`config.mk`:
```
export PLATFORM = sky130hd
export DESIGN_NAME = datapath_accum_flat
export DESIGN_NICKNAME = d
export VERILOG_FILES = /design/src/rtl/datapath_pkg.sv /design/src/rtl/datapath_accum_if.sv /design/src/rtl/datapath_acc_add.sv /design/src/rtl/datapath_accum.sv /design/src/flat_wrapper.sv
export SDC_FILE = /design/constraint.sdc
export NUM_CORES = 1
export LEC_CHECK = 0
export ABC_CLOCK_PERIOD_IN_PS = 2050
export BUFFER_PORTS_ARGS = -buffer_cell sky130_fd_sc_hd__buf_2
export CORE_MARGIN = 1
export CORE_UTILIZATION = 51
export CTS_CLUSTER_SIZE = 40
export DETAILED_ROUTE_END_ITERATION = 8
export GPL_ROUTABILITY_DRIVEN = 0
export MAX_ROUTING_LAYER = met4
export PLACE_DENSITY = 0.83
export SYNTH_ARGS = -nofsm -noshare
export SYNTH_HDL_FRONTEND = slang
export SYNTH_SLANG_ARGS = --single-unit
```
`constraint.sdc`:
```
create_clock -name clk -period 2.05 [get_ports clk]
set_input_delay 0.205 -clock clk [delete_from_list [all_inputs] [get_ports clk]]
set_output_delay 0.205 -clock clk [all_outputs]
set_load 0.02 [all_outputs]
```
`src/rtl/datapath_pkg.sv`:
```
// Shared types and default widths for the datapath accumulator slice.
package datapath_pkg;

  localparam int ACC_W_DEF = 8;
  localparam int SUM_W_DEF = 5;

  // One sample in flight: capture in IDLE, add in ACCUM, hold result in PRESENT.
  typedef enum logic [1:0] {
    IDLE    = 2'd0,
    ACCUM   = 2'd1,
    PRESENT = 2'd2
  } state_t;

  function automatic logic [3:0] cnt_inc(input logic [3:0] cnt);
    return cnt + 4'd1;
  endfunction

endpackage

```
`src/rtl/datapath_accum_if.sv`:
```
// Upstream adder / downstream consumer bundle for datapath_accum.
interface datapath_accum_if #(
  parameter int ACC_W = datapath_pkg::ACC_W_DEF,
  parameter int SUM_W = datapath_pkg::SUM_W_DEF
);

  logic             load;
  logic [SUM_W-1:0] Q;
  logic             clr;
  logic             out_ready;
  logic             load_ready;
  logic [ACC_W-1:0] acc;
  logic             acc_valid;
  logic             ovf;
  logic [3:0]       sample_cnt;

  modport master (
    output load, Q, clr, out_ready,
    input  load_ready, acc, acc_valid, ovf, sample_cnt
  );

  modport slave (
    input  load, Q, clr, out_ready,
    output load_ready, acc, acc_valid, ovf, sample_cnt
  );

endinterface

```
`src/rtl/datapath_acc_add.sv`:
```
// Combinational acc + sum with overflow detect; DATAPATH_ACCUM_SAT_EN clamps to all-ones.
// Latency: 0 cycles (pure logic).
// Backpressure: none.
module datapath_acc_add #(
  parameter int ACC_W = datapath_pkg::ACC_W_DEF,
  parameter int SUM_W = datapath_pkg::SUM_W_DEF
) (
  input  logic [ACC_W-1:0] acc,
  input  logic [SUM_W-1:0] sum,
  output logic [ACC_W-1:0] acc_nxt,
  output logic             ovf
);

  localparam int W1 = ACC_W + 1;

  logic [ACC_W:0] raw;

  // One guard bit is enough: sum is never wider than the accumulator.
  assign raw = {1'b0, acc} + W1'(sum);
  assign ovf = raw[ACC_W];

`ifdef DATAPATH_ACCUM_SAT_EN
  assign acc_nxt = ovf ? {ACC_W{1'b1}} : raw[ACC_W-1:0];
`else
  assign acc_nxt = raw[ACC_W-1:0];
`endif

endmodule

```
`src/rtl/datapath_accum.sv`:
```
// Accumulates upstream adder results, one sample in flight at a time.
// Latency: acc_valid rises 2 edges after a load transfer.
// Backpressure: result held in PRESENT until out_ready; load_ready low while busy.
module datapath_accum
  import datapath_pkg::*;
#(
  parameter int ACC_W = datapath_pkg::ACC_W_DEF,
  parameter int SUM_W = datapath_pkg::SUM_W_DEF
) (
  input  logic            clk,
  input  logic            reset,
  datapath_accum_if.slave bus
);

  state_t           state_q, state_nxt;
  logic [SUM_W-1:0] sum_reg, sum_nxt;
  logic [ACC_W-1:0] acc_q, acc_nxt, add_acc;
  logic             ovf_q, ovf_nxt, add_ovf;
  logic [3:0]       cnt_q, cnt_nxt;
  logic             idle;
  logic             xfer;

  assign idle = (state_q == IDLE);
  assign xfer = bus.load && idle;

  datapath_acc_add #(
    .ACC_W (ACC_W),
    .SUM_W (SUM_W)
  ) u_add (
    .acc     (acc_q),
    .sum     (sum_reg),
    .acc_nxt (add_acc),
    .ovf     (add_ovf)
  );

  always_ff @(posedge clk or posedge reset) begin
    if (reset) begin
      state_q <= IDLE;
      sum_reg <= '0;
      acc_q   <= '0;
      ovf_q   <= 1'b0;
      cnt_q   <= 4'd0;
    end else begin
      state_q <= state_nxt;
      sum_reg <= sum_nxt;
      acc_q   <= acc_nxt;
      ovf_q   <= ovf_nxt;
      cnt_q   <= cnt_nxt;
    end
  end

  always_comb begin
    state_nxt = state_q;
    sum_nxt   = sum_reg;
    acc_nxt   = acc_q;
    ovf_nxt   = ovf_q;
    cnt_nxt   = cnt_q;
    // clr wins over any concurrent load or out_ready.
    if (bus.clr) begin
      state_nxt = IDLE;
      sum_nxt   = '0;
      acc_nxt   = '0;
      ovf_nxt   = 1'b0;
      cnt_nxt   = 4'd0;
    end else begin
      unique case (state_q)
        IDLE: begin
          if (xfer) begin
            sum_nxt   = bus.Q;
            state_nxt = ACCUM;
          end
        end
        ACCUM: begin
          acc_nxt   = add_acc;
          ovf_nxt   = ovf_q | add_ovf;
          cnt_nxt   = cnt_inc(cnt_q);
          state_nxt = PRESENT;
        end
        PRESENT: begin
          if (bus.out_ready) begin
            state_nxt = IDLE;
          end
        end
        default: state_nxt = IDLE;
      endcase
    end
  end

  assign bus.load_ready = idle;
  assign bus.acc        = acc_q;
  assign bus.acc_valid  = (state_q == PRESENT);
  assign bus.ovf        = ovf_q;
  assign bus.sample_cnt = cnt_q;

  a_present_hold: assert property (
    @(posedge clk) disable iff (reset)
    (state_q == PRESENT && !bus.out_ready && !bus.clr) |=> (state_q == PRESENT && $stable(acc_q))
  );

endmodule

```
`src/flat_wrapper.sv`:
```
// flat-port wrapper written by rule: the top's interface ports become plain ports
module datapath_accum_flat import datapath_pkg::*;
#(
  parameter int ACC_W = datapath_pkg::ACC_W_DEF,
  parameter int SUM_W = datapath_pkg::SUM_W_DEF
)
  (clk, reset, bus_load, bus_Q, bus_clr, bus_out_ready, bus_load_ready, bus_acc, bus_acc_valid, bus_ovf, bus_sample_cnt);
  datapath_accum_if #(.ACC_W(ACC_W), .SUM_W(SUM_W)) bus_i ();
  input  logic clk;
  input  logic reset;
  input wire logic [$bits(bus_i.load)-1:0] bus_load;
  input wire logic [$bits(bus_i.Q)-1:0] bus_Q;
  input wire logic [$bits(bus_i.clr)-1:0] bus_clr;
  input wire logic [$bits(bus_i.out_ready)-1:0] bus_out_ready;
  output wire logic [$bits(bus_i.load_ready)-1:0] bus_load_ready;
  output wire logic [$bits(bus_i.acc)-1:0] bus_acc;
  output wire logic [$bits(bus_i.acc_valid)-1:0] bus_acc_valid;
  output wire logic [$bits(bus_i.ovf)-1:0] bus_ovf;
  output wire logic [$bits(bus_i.sample_cnt)-1:0] bus_sample_cnt;
  assign bus_i.load = bus_load;
  assign bus_i.Q = bus_Q;
  assign bus_i.clr = bus_clr;
  assign bus_i.out_ready = bus_out_ready;
  assign bus_load_ready = bus_i.load_ready;
  assign bus_acc = bus_i.acc;
  assign bus_acc_valid = bus_i.acc_valid;
  assign bus_ovf = bus_i.ovf;
  assign bus_sample_cnt = bus_i.sample_cnt;
  datapath_accum #(.ACC_W(ACC_W), .SUM_W(SUM_W)) u_core (.clk(clk), .reset(reset), .bus(bus_i));
endmodule
```
* After elaboration in Yosys (flattened, before gate mapping)
Index checks and enable logic that the tools add are counted.
Cells by class: $add $sub $neg 2, $mul 0, divide/modulo/power cells 0, $lt $le $gt $ge 0, equal/unequal tests 4, shift-type cells 0, mux-type cells 13, bitwise operators 1, reduce and logical (&&, ||, !) cells 7
Operators with widths (number):
- $mux 8 | 2
- $mux 5 | 3
- $add 8x5->9 | 1
- $mux 4 | 2
- $mux 2 | 3
- $ne 3x3->1 const B | 2
- $pmux 2 s3 | 1
- $reduce_bool 2->1 | 3
- $add 4x1->4 const B | 1
- $reduce_and 2->1 | 2
- $eq 2x1->1 const B | 1
- $eq 2x2->1 const B | 1
- $logic_not 2->1 | 1
- $mux 1 | 2
- $logic_and 1x1->1 | 1
- $or 1x1->1 | 1
Storage, ports and cells: register bits after elaboration 20, latch bits 0, RAM bits 0, ROM bits 0, input bits 10, memories 0

* Depth between registers and ports, before layout
Gate-level depths: netlist of the first run.
depth after elaboration 5, gate-level depth with buffers 6, gate-level depth less buffers 6

* Cells and area by module
Synthesis of the first run repeated with hierarchy kept, for this count alone.
Unflattened totals: cells, all modules 110, area total of the unflattened synthesis 1073.5 um^2
By module, submodules not included:
- datapath_accum | times used 1, cells an instance 82, area each 839.6 um^2, sequential area each 500.5 um^2
- datapath_acc_add | times used 1, cells an instance 28, area each 234.0 um^2, sequential area each 0.0 um^2

* Least setup slack after synthesis of the first run
Ideal clock, no wire load.
path kind reg-to-reg, from reg u_core.acc_q[0] (netlist: u_core.bus.acc[0]), to reg u_core.acc_q[6] (netlist: u_core.bus.acc[6]), setup time 0.078 ns, arrival time 1.871 ns, data required time 1.972 ns, path slack 0.101 ns, stages on the path, launching flop included 7, period minus slack after synthesis 1.949 ns, path through dfrtp_1 -> ha_1 -> fa_1 -> a211oi_1 -> o21bai_1 -> a31o_1 -> a21oi_1
On the way: word-level cells in the longest chain between the ends 3
RTL lines:
- from (decl) | line datapath_accum.sv:17 | logic [ACC_W-1:0] acc_q, acc_nxt, add_acc;
- from (signal assigned) | line datapath_accum.sv:46 | acc_q <= acc_nxt;
- $add 8x5->9 | line datapath_acc_add.sv:19 | assign raw = {1'b0, acc} + W1'(sum);
- $mux 8 | line datapath_accum.sv:66 | unique case (state_q)
- $mux 8 | line datapath_accum.sv:59 | if (bus.clr) begin
No other way between the ends. The select of a mux whose other input is x is not followed. A chain may end at the register's enable or synchronous reset.

* Worst setup path in the final report of the first run
Same ends and word-level chain as after synthesis.

==> results by group, run 1 <==
STA
  – Final period utilization: 91.6%
  – Fin. max-slew vios: 0
  – Final WS setup: around 170 ps
  – Slew HR: 50.2%
  – RSZ-0062 raised after global routing: false
  – Max Clock Freq: ~0.53 GHz
  – Hold Fails Final Rpt: 0
  – Final setup viols: 0
  – Setup Total Neg Slack: 0 ps
  – Clk_skew: between 2 and 2.5 ps
  – Minimum clock period: 1880 ps
  – Slew @ Worst Pin: roughly 750 ps

Clock network
  – Worst skew pair latency: about 300 ps
  – Maximum level of the CTS H-tree: 1
  – Clock-pin transition on the worst setup and hold timing paths: roughly 110 ps
  – Max clock buf depth: 2
  – Root Driver: clkbuf_4
  – Post-CTS Setup Inserts: 0
  – Resized cells post-CTS: 0
  – Hold buffer count at CTS: 0
  – CTS Buf Count: 3
  – Clock Sinks: 20
  – CTS tree: done

Final layout
  – Most frequent cells in the layout: buf_2, nor2_1, dfrtp_1
  – Final instance count without filler cells: ~150
  – Area Overhead vs Synth: 19.2%
  – Most common cell after layout, fill and taps aside: buf_2
  – Share of post-route cells with drive strength above 1: 24.0%
  – # diodes: 0
  – Design Area, Final: 1230 um^2
  – Max FFs per register: 8
  – NumNets Final: between 100 and 150

Drt
  – DR pass1 iterations: 4
  – Average vias per placed instance: 5.45
  – Initial drt markers: 13
  – Via Count: between 800 and 900
  – ANT nets after route: 0
  – Avg WL per Cell: 13.1 um
  – Post-Route WL: 2.02 mm
  – DRC Markers: 0

Hold path
  – Hold WC Path Type: input port to asynchronous set/reset pin

Worst setup path
  – Startpoint types: flop
  – Crit-path cells: ha_1 > fa_2 > a211oi_2 > o21bai_1 > a31o_1 > a21oi_1
  – R2r setup slk: ~170 ps
  – Crit-path max cell delay: around 400 ps
  – Setup CP Type: flop to flop
  – Reg2Reg Depth: 6
  – CP max stage cell: dfrtp_1
  – CP endpoint kind: flop
  – Worst Path Required: between 2000 and 2500 ps
  – CP arrival: 2110 ps
  – Reg2reg end: u_core.bus.acc[6]
  – Worst R2R Start: u_core.bus.acc[0]
  – CP max FO: 3

Yosys
  – Syn. warnings: 0
  – Mean post-synth cell area: ~10 um^2
  – Number of synthesized flops with an enable pin: 0
  – Most frequently used flop master after synthesis: dfrtp_1
  – Yosys cell types: 27
  – #FFs+latches synth: 20
  – Syn nets: roughly 120
  – Post-Syn Instances: about 110
  – Synth Cell Area: between 1000 and 1500 um^2
  – Async S/R FF share, synth: between 90% and 100%
  – Sequential area share after synthesis: between 40 and 50%

Pwr
  – Tot Pwr: ~0.85 mW
  – PwrDens: 690 nW/um^2
  – Lkg Pwr: a little over 0.6 nW
  – VDD IR-drop max: a little under 0.0006 V

Floorplanning
  – Core area: around 1800 um^2
  – Die X: roughly 47 um
  – Initial Utilization: about 57%
  – I/O pin cnt: 25
  – Chip height: approximately 47 um
  – Die area: between 2000 and 2500 um^2
  – Row cnt: 15

Outcome
  – Status: finished clean

Global routing
  – Vias in the first global route: approximately 800
  – First-pass GRT wire length: 3.30 mm
  – Total track usage: about 22%
  – Initial antenna violation count: 0
  – Largest net degree at the start of global routing: 23
  – Global route total overflow: 0

Placed design
  – I/O Buffers: 24
  – Placed insts: 150
  – Post-DP HPWL: around 1.5 mm
  – Placed Area: 1170 um^2
  – DP Worst Slack: roughly 100 ps

Job
  – Max-cap viol count: 0
cell usage after synthesis (all sizes together) (3+ instances only):
cell type  number  share of area (%)
ha              6                7.2
nand2           8                2.9
mux2i           5                4.8
nor2           21                7.6
a211oi          3                2.2
clkbuf          4                1.4
nor2b           3                1.8
a21oi           7                3.4
dfrtp          20                 48
per-stage QoR:
| stage | hold slack [ps] | utilization [%] |
|---|---|---|
| global route | 58.6 | 67.8 |
| global placement | 360 | 64.5 |
| detailed placement | 368 | 64.5 |
| floorplan | 169 | - |
| CTS | 33.6 | 67.4 |
| finish | 14.4 | 67.8 |
per-layer routing:
| metal | up-vias | wire, um | global-route usage [%] |
|---|---|---|---|
| li1 | 413 | - | - |
| met1 | 405 | 945 | 26.7 |
| met4 | 0 | 28 | 8.57 |
| met3 | 4 | 54 | 3.46 |
| met5 | - | 0 | - |
| met2 | 17 | 993 | 37.8 |
area by class of cell:
cell class / count / area [um^2]
clock buffers: 3 / 22.5
clock inverters: 1 / 30.0
fillers: 155 / 586
inverters: 2 / 7.51
multi-input cells: 78 / 515
flip-flops and latches: 20 / 500
well taps: 25 / 31.3
repair buffers: 25 / 128
critical path, delay by kind of cell (launching register included):
| family | cells | cell delay, ps |
|---|---|---|
| AOI/OAI and AO/OA | 4 | 800 |
| adders and majority gates | 2 | 600 |
| DFF | 1 | 410 |
worst max-delay path by stage:
stage                            startpoint                 to  slack, ps  depth (start not counted)
final                     u_core.bus.acc[0]  u_core.bus.acc[6]        170                          6
after global routing      u_core.bus.acc[0]  u_core.bus.acc[6]         50                          6
after detailed placement  u_core.bus.acc[0]     u_core.bus.ovf        100                          6
after CTS                 u_core.bus.acc[0]  u_core.bus.acc[6]         30                          6
after global placement    u_core.bus.acc[0]  u_core.bus.acc[6]        120                          6
after floorplan           u_core.bus.acc[0]  u_core.bus.acc[6]        100                          6
power by group:
part	internal [mW]	total, mW	leakage (nW)	switching (mW)
clock	0.198	0.317	0.0279	0.119
combinational	0.0435	0.114	0.308	0.0704
sequential	0.409	0.422	0.274	0.0126
total	0.650	0.852	0.610	0.202
kinds of logic (layout without fill, tap and decap cells):
kind of cell	count (synthesis)	count (layout)	share of synthesized area, %
AOI/OAI and AO/OA	20	20	12.8
DFF	20	20	48.3
and+or+nand+nor	42	42	18.8
buffers and inverters	7	31	2.66
adders and majority gates	7	7	9.18
muxes	5	5	4.83
xor gates and xnor gates	4	4	3.38
Power figures use the tool's default switching activity.
==> run 2: changes to the inputs <==
- ABC_CLOCK_PERIOD_IN_PS: 2050 -> default
- CORE_UTILIZATION: 51 -> 54
- CTS_BUF_LIST: default -> sky130_fd_sc_hd__clkbuf_8
- PLACE_DENSITY: 0.83 -> 0.86
==> run 2 against run 1 <==
Total power down 1.7%. Non-clock buffer count unchanged. Cell count unchanged. Highest routed layer unchanged.
==> results by group, run 2 (synthesis results as in run 1) <==
Global routing
  – Largest net degree at the start of global routing: 23
  – Initial antenna violation count: 0
  – Global route total overflow: 0
  – First-pass GRT wire length: around 3.3 mm
  – Vias in the first global route: roughly 800
  – Total track usage: about 24%

Drt
  – Post-Route WL: between 2 and 2.5 mm
  – Average vias per placed instance: ~5.7
  – DR pass1 iterations: 4
  – Via Count: about 900
  – Avg WL per Cell: ~14 um
  – Initial drt markers: 19
  – ANT nets after route: 0
  – DRC Markers: 0

Outcome
  – Status: finished clean

Final layout
  – Area Overhead vs Synth: 19.2%
  – # diodes: 0
  – Max FFs per register: 8
  – NumNets Final: about 150
  – Final instance count without filler cells: between 150 and 200
  – Most common cell after layout, fill and taps aside: buf_2
  – Most frequent cells in the layout: buf_2, nor2_1, dfrtp_1
  – Share of post-route cells with drive strength above 1: around a quarter
  – FILL cells: around 160

Placed design
  – Post-DP HPWL: approximately 1.5 mm
  – DP Worst Slack: 77.4 ps
  – Placed insts: 150
  – I/O Buffers: 24

STA
  – Slew HR: between 40% and 50%
  – Hold Fails Final Rpt: 0
  – Fin. max-slew vios: 0
  – Max Clock Freq: roughly 0.52 GHz
  – Final period utilization: 93.0%
  – Setup Total Neg Slack: 0 ps
  – Final WS setup: ~140 ps
  – Minimum clock period: 1910 ps
  – Final setup viols: 0
  – Clk_skew: about 1.1 ps
  – RSZ-0062 raised after global routing: false
  – Slew @ Worst Pin: ~750 ps

Worst setup path
  – Crit-path cells: ha_1 > fa_1 > a211oi_2 > o21bai_1 > a31o_1 > a21oi_1
  – Reg2reg end: u_core.bus.acc[6]
  – CP max FO: 3
  – Worst Path Required: roughly 2200 ps
  – Startpoint types: flop
  – CP max stage cell: fa_1
  – Cell family with most CP delay: compound AO/OA/AOI/OAI gates
  – CP arrival: 2090 ps
  – Worst R2R Start: u_core.bus.acc[0]
  – Setup CP Type: flop to flop
  – Reg2Reg Depth: 6
  – Crit path buf inv count: 0
  – Crit-path max cell delay: between 400 and 500 ps
  – R2r setup slk: 140 ps
  – CP endpoint kind: flop
  – Worst setup path start: u_core.bus.acc[0]

Pwr
  – VDD IR-drop max: between 0.0005 and 0.0006 V
  – Sw frac: 25.5%
  – Lkg Pwr: 0.613 nW
  – Tot Pwr: between 0.8 and 0.9 mW
  – PwrDens: ~680 nW/um^2
  – Switching pwr: approximately 0.21 mW
  – Gate power share: 13.8%
  – Int Power: ~0.62 mW
  – Clk pwr share: 35.9%
  – Reg power frac: around half

Floorplanning
  – Chip height: between 40 and 50 um
  – Die X: approximately 46 um
  – Row cnt: 15
  – Core area: around 1800 um^2
  – I/O pin cnt: 25
  – Initial Utilization: between 50% and 60%
  – Die area: approximately 2100 um^2

Clock network
  – Root Driver: clkbuf_8
  – CTS Buf Count: 3
  – Post-CTS Setup Inserts: 0
  – CTS tree: done
  – Maximum level of the CTS H-tree: 1
  – Max clock buf depth: 2
  – Worst skew pair latency: roughly 260 ps
  – Clock-pin transition on the worst setup and hold timing paths: 70 ps
  – Clock Sinks: 20

Hold path
  – Hold WC Path Type: input port to asynchronous set/reset pin

Job
  – Max-cap viol count: 0
run 2: changes by cell type in the layout (fill, tap and decap cells not counted), sizes merged:
cell    previous run  this run
bufinv             1         0
clkbuf             3         4
run 2: worst max path at each step:
stage | end | slack [ps] | cells after the start
after detailed placement | u_core.bus.acc[6] | 80 | 6
after global placement | u_core.bus.acc[6] | 130 | 6
final | u_core.bus.acc[6] | 140 | 6
after CTS | u_core.bus.acc[6] | 50 | 6
after global routing | u_core.bus.acc[6] | 8 | 6
after floorplan | u_core.bus.acc[6] | 100 | 6
run 2: stage by stage:
step | instance area, um^2 | hold slack [ps] | utilization [%]
6_report | 1230 | 71.9 | 70.0
5_1_grt | 1230 | 141 | 70.0
4_1_cts | 1230 | 91.3 | 69.7
3_5_place_dp | 1170 | 371 | 66.6
3_3_place_gp | 1170 | 361 | 66.6
2_1_floorplan | 1040 | 169 | -
run 2: layout make-up:
type | count | area [um^2] | area share (%)
Multi-Input combinational cell | 78 | 513 | 41.5
Sequential cell | 20 | 500 | 40.5
Timing Repair Buffer | 25 | 128 | 10.3
Clock buffer | 4 | 55.1 | 4.46
Tap cell | 25 | 31.3 | 2.53
Inverter | 2 | 7.51 | 0.608
run 2: layer usage:
metal | track usage, % | vias to the layer above | share of wire (%)
li1 | - | 412 | -
met5 | - | - | 0
met4 | 12.9 | 0 | 2.5
met1 | 29.5 | 418 | 43
met3 | 4.76 | 4 | 6.2
met2 | 38.3 | 45 | 48
run 2: repair_timing:
action                                 CTS  global route
gates resized for setup                  0             1
endpoints found under the hold margin    0             0
hold buffers                             0             0
setup endpoints to repair                0             3
run 2: power by group through the flow:
stage / sequential (mW) / clock [mW] / combinational, mW
floorplan: 0.434 / 0 / 0.0738
global placement: 0.428 / 0 / 0.109
finish: 0.421 / 0.301 / 0.115
CTS: 0.421 / 0.306 / 0.115
global route: 0.424 / 0.321 / 0.129
detailed placement: 0.429 / 0 / 0.114
==> run 3: changes to the inputs <==
- CELL_PAD_IN_SITES_DETAIL_PLACEMENT: default -> 1
- CELL_PAD_IN_SITES_GLOBAL_PLACEMENT: default -> 1
- CORE_UTILIZATION: 54 -> 41
==> run 3 against run 2 <==
Non-clock buffer count up 1. Maximum frequency is 0.47% lower. Critical endpoint is now u_core.bus.ovf. Clock skew grew 1.1 ps. Utilization down 15 points. Setup slack worse by 9.0 ps. Cell area is 1.4% higher. Clock-buffer cell count stayed put. Clock power up 3%. Critical path depth stayed put.
==> results by group, run 3 (synthesis results as in run 1) <==
STA
  – Fin. max-slew vios: 0
  – Final setup viols: 0
  – Setup Total Neg Slack: 0 ps
  – Slew HR: 49.4%
  – Final period utilization: 93.5%
  – Clk_skew: between 2 and 2.5 ps
  – Slew @ Worst Pin: 758 ps
  – Minimum clock period: between 1500 and 2000 ps
  – Max Clock Freq: about 0.52 GHz
  – Hold Fails Final Rpt: 0

Worst setup path
  – Worst setup path start: u_core.bus.acc[0]
  – CP max FO: 3
  – Setup CP Type: flop to flop
  – CP max stage cell: dfrtp_1
  – Crit-path max cell delay: approximately 400 ps
  – Startpoint types: flop
  – CP arrival: about 2100 ps
  – Worst R2R Start: u_core.bus.acc[0]
  – CP endpoint kind: flop
  – Crit-path cells: ha_1 > fa_2 > a211oi_2 > o21bai_2 > a41oi_1 > nor2_1
  – Worst Path Required: between 2000 and 2500 ps

Floorplanning
  – I/O pin cnt: 25
  – Initial Utilization: a little under half
  – Die X: 52.3 um
  – Core area: 2300 um^2
  – Row cnt: 17
  – Die area: around 2700 um^2
  – Chip height: 52.3 um

Placed design
  – Placed Area: ~1200 um^2
  – Placed insts: 154
  – I/O Buffers: 24
  – Post-DP HPWL: between 1.5 and 2 mm

Global routing
  – Vias in the first global route: 853
  – Global route total overflow: 0
  – Largest net degree at the start of global routing: 23
  – Initial antenna violation count: 0
  – Total track usage: about a fifth
  – First-pass GRT wire length: 3.92 mm

Job
  – Max-cap viol count: 0

Final layout
  – Final instance count without filler cells: approximately 160
  – Design Area, Final: about 1300 um^2
  – Most frequent cells in the layout: buf_2, nor2_1, dfrtp_1
  – Max FFs per register: 8
  – NumNets Final: around 150
  – Share of post-route cells with drive strength above 1: 25.4%
  – Final core occ: between 50% and 60%
  – # diodes: 0
  – Area Overhead vs Synth: 20.9%
  – Most common cell after layout, fill and taps aside: buf_2

Pwr
  – Lkg Pwr: 0.620 nW
  – Tot Pwr: 0.851 mW
  – PwrDens: between 600 and 700 nW/um^2
  – VDD IR-drop max: 0.000416 V

Drt
  – Via Count: ~870
  – Avg WL per Cell: around 15 um
  – ANT nets after route: 0
  – Initial drt markers: 13
  – DRC Markers: 0
  – DR pass1 iterations: 2
  – Post-Route WL: ~2.4 mm
  – Average vias per placed instance: between 5 and 6

Clock network
  – Worst skew pair latency: ~260 ps
  – Resized cells post-CTS: 0
  – Clock-pin transition on the worst setup and hold timing paths: roughly 80 ps
  – Max clock buf depth: 2
  – Clock Sinks: 20
  – Post-CTS Setup Inserts: 0
  – Root Driver: clkbuf_8
  – CTS Buf Count: 3
  – Maximum level of the CTS H-tree: 1
  – Hold buffer count at CTS: 0
  – CTS tree: done

Hold path
  – Hold WC Path Type: input port to asynchronous set/reset pin

Outcome
  – Status: finished clean
-- run 3: cell types whose count changed in the layout (fill, tap and decap cells not counted) --
cell      delta
fa_2         +1
fa_1         -1
o21bai_2     +1
o21bai_1     -1
buf_4        +1
-- run 3: through the flow --
stage	worst slack, ps	hold WS (ps)
floorplan	101	169
CTS	46.4	91.5
global placement	110	372
finish	134	66.3
global route	-10.6	127
detailed placement	69.8	380
-- run 3: layout make-up --
class | count | area, um^2
sequential | 20 | 500
clock buffer | 4 | 55.1
multi-input combinational | 78 | 519
tap | 28 | 35.0
fill | 285 | 1040
inverter | 2 | 7.51
timing repair buffer | 26 | 135
-- run 3: path summary, 6_finish.rpt --
kind / to / slack, ps / cells after the start
max in group asynchronous: u_core.bus.sample_cnt[3] / 1510 / 2
worst max register to register: u_core.bus.ovf / 130 / 6
min in group clk: u_core.sum_reg[0] / 180 / 3
worst min register to register: u_core.bus.ovf / 530 / 2
worst min-delay path: u_core.bus.sample_cnt[1] / 70 / 2
worst max-delay path: u_core.bus.ovf / 130 / 6
-- run 3: routing by layer --
metal	vias up	track usage, %	part of all wire [%]
met3	7	3.77	3.6
li1	415	-	-
met1	424	25.6	46
met5	-	-	0
met4	0	11.8	2.5
met2	20	32.9	48
-- run 3: critical path: cells and delay by family, from the launching register on --
| kind | cells | cell delay [ps] |
|---|---|---|
| AO/OA/AOI/OAI | 3 | 720 |
| flip-flops | 1 | 400 |
| adder cells (fa/ha/maj) | 2 | 610 |
| AND/OR/NAND/NOR | 1 | 60 |
-- run 3: power by group --
part | internal [mW] | switching (mW) | total (mW)
clock | 0.171 | 0.138 | 0.309
sequential | 0.409 | 0.0132 | 0.422
combinational | 0.0453 | 0.0746 | 0.120
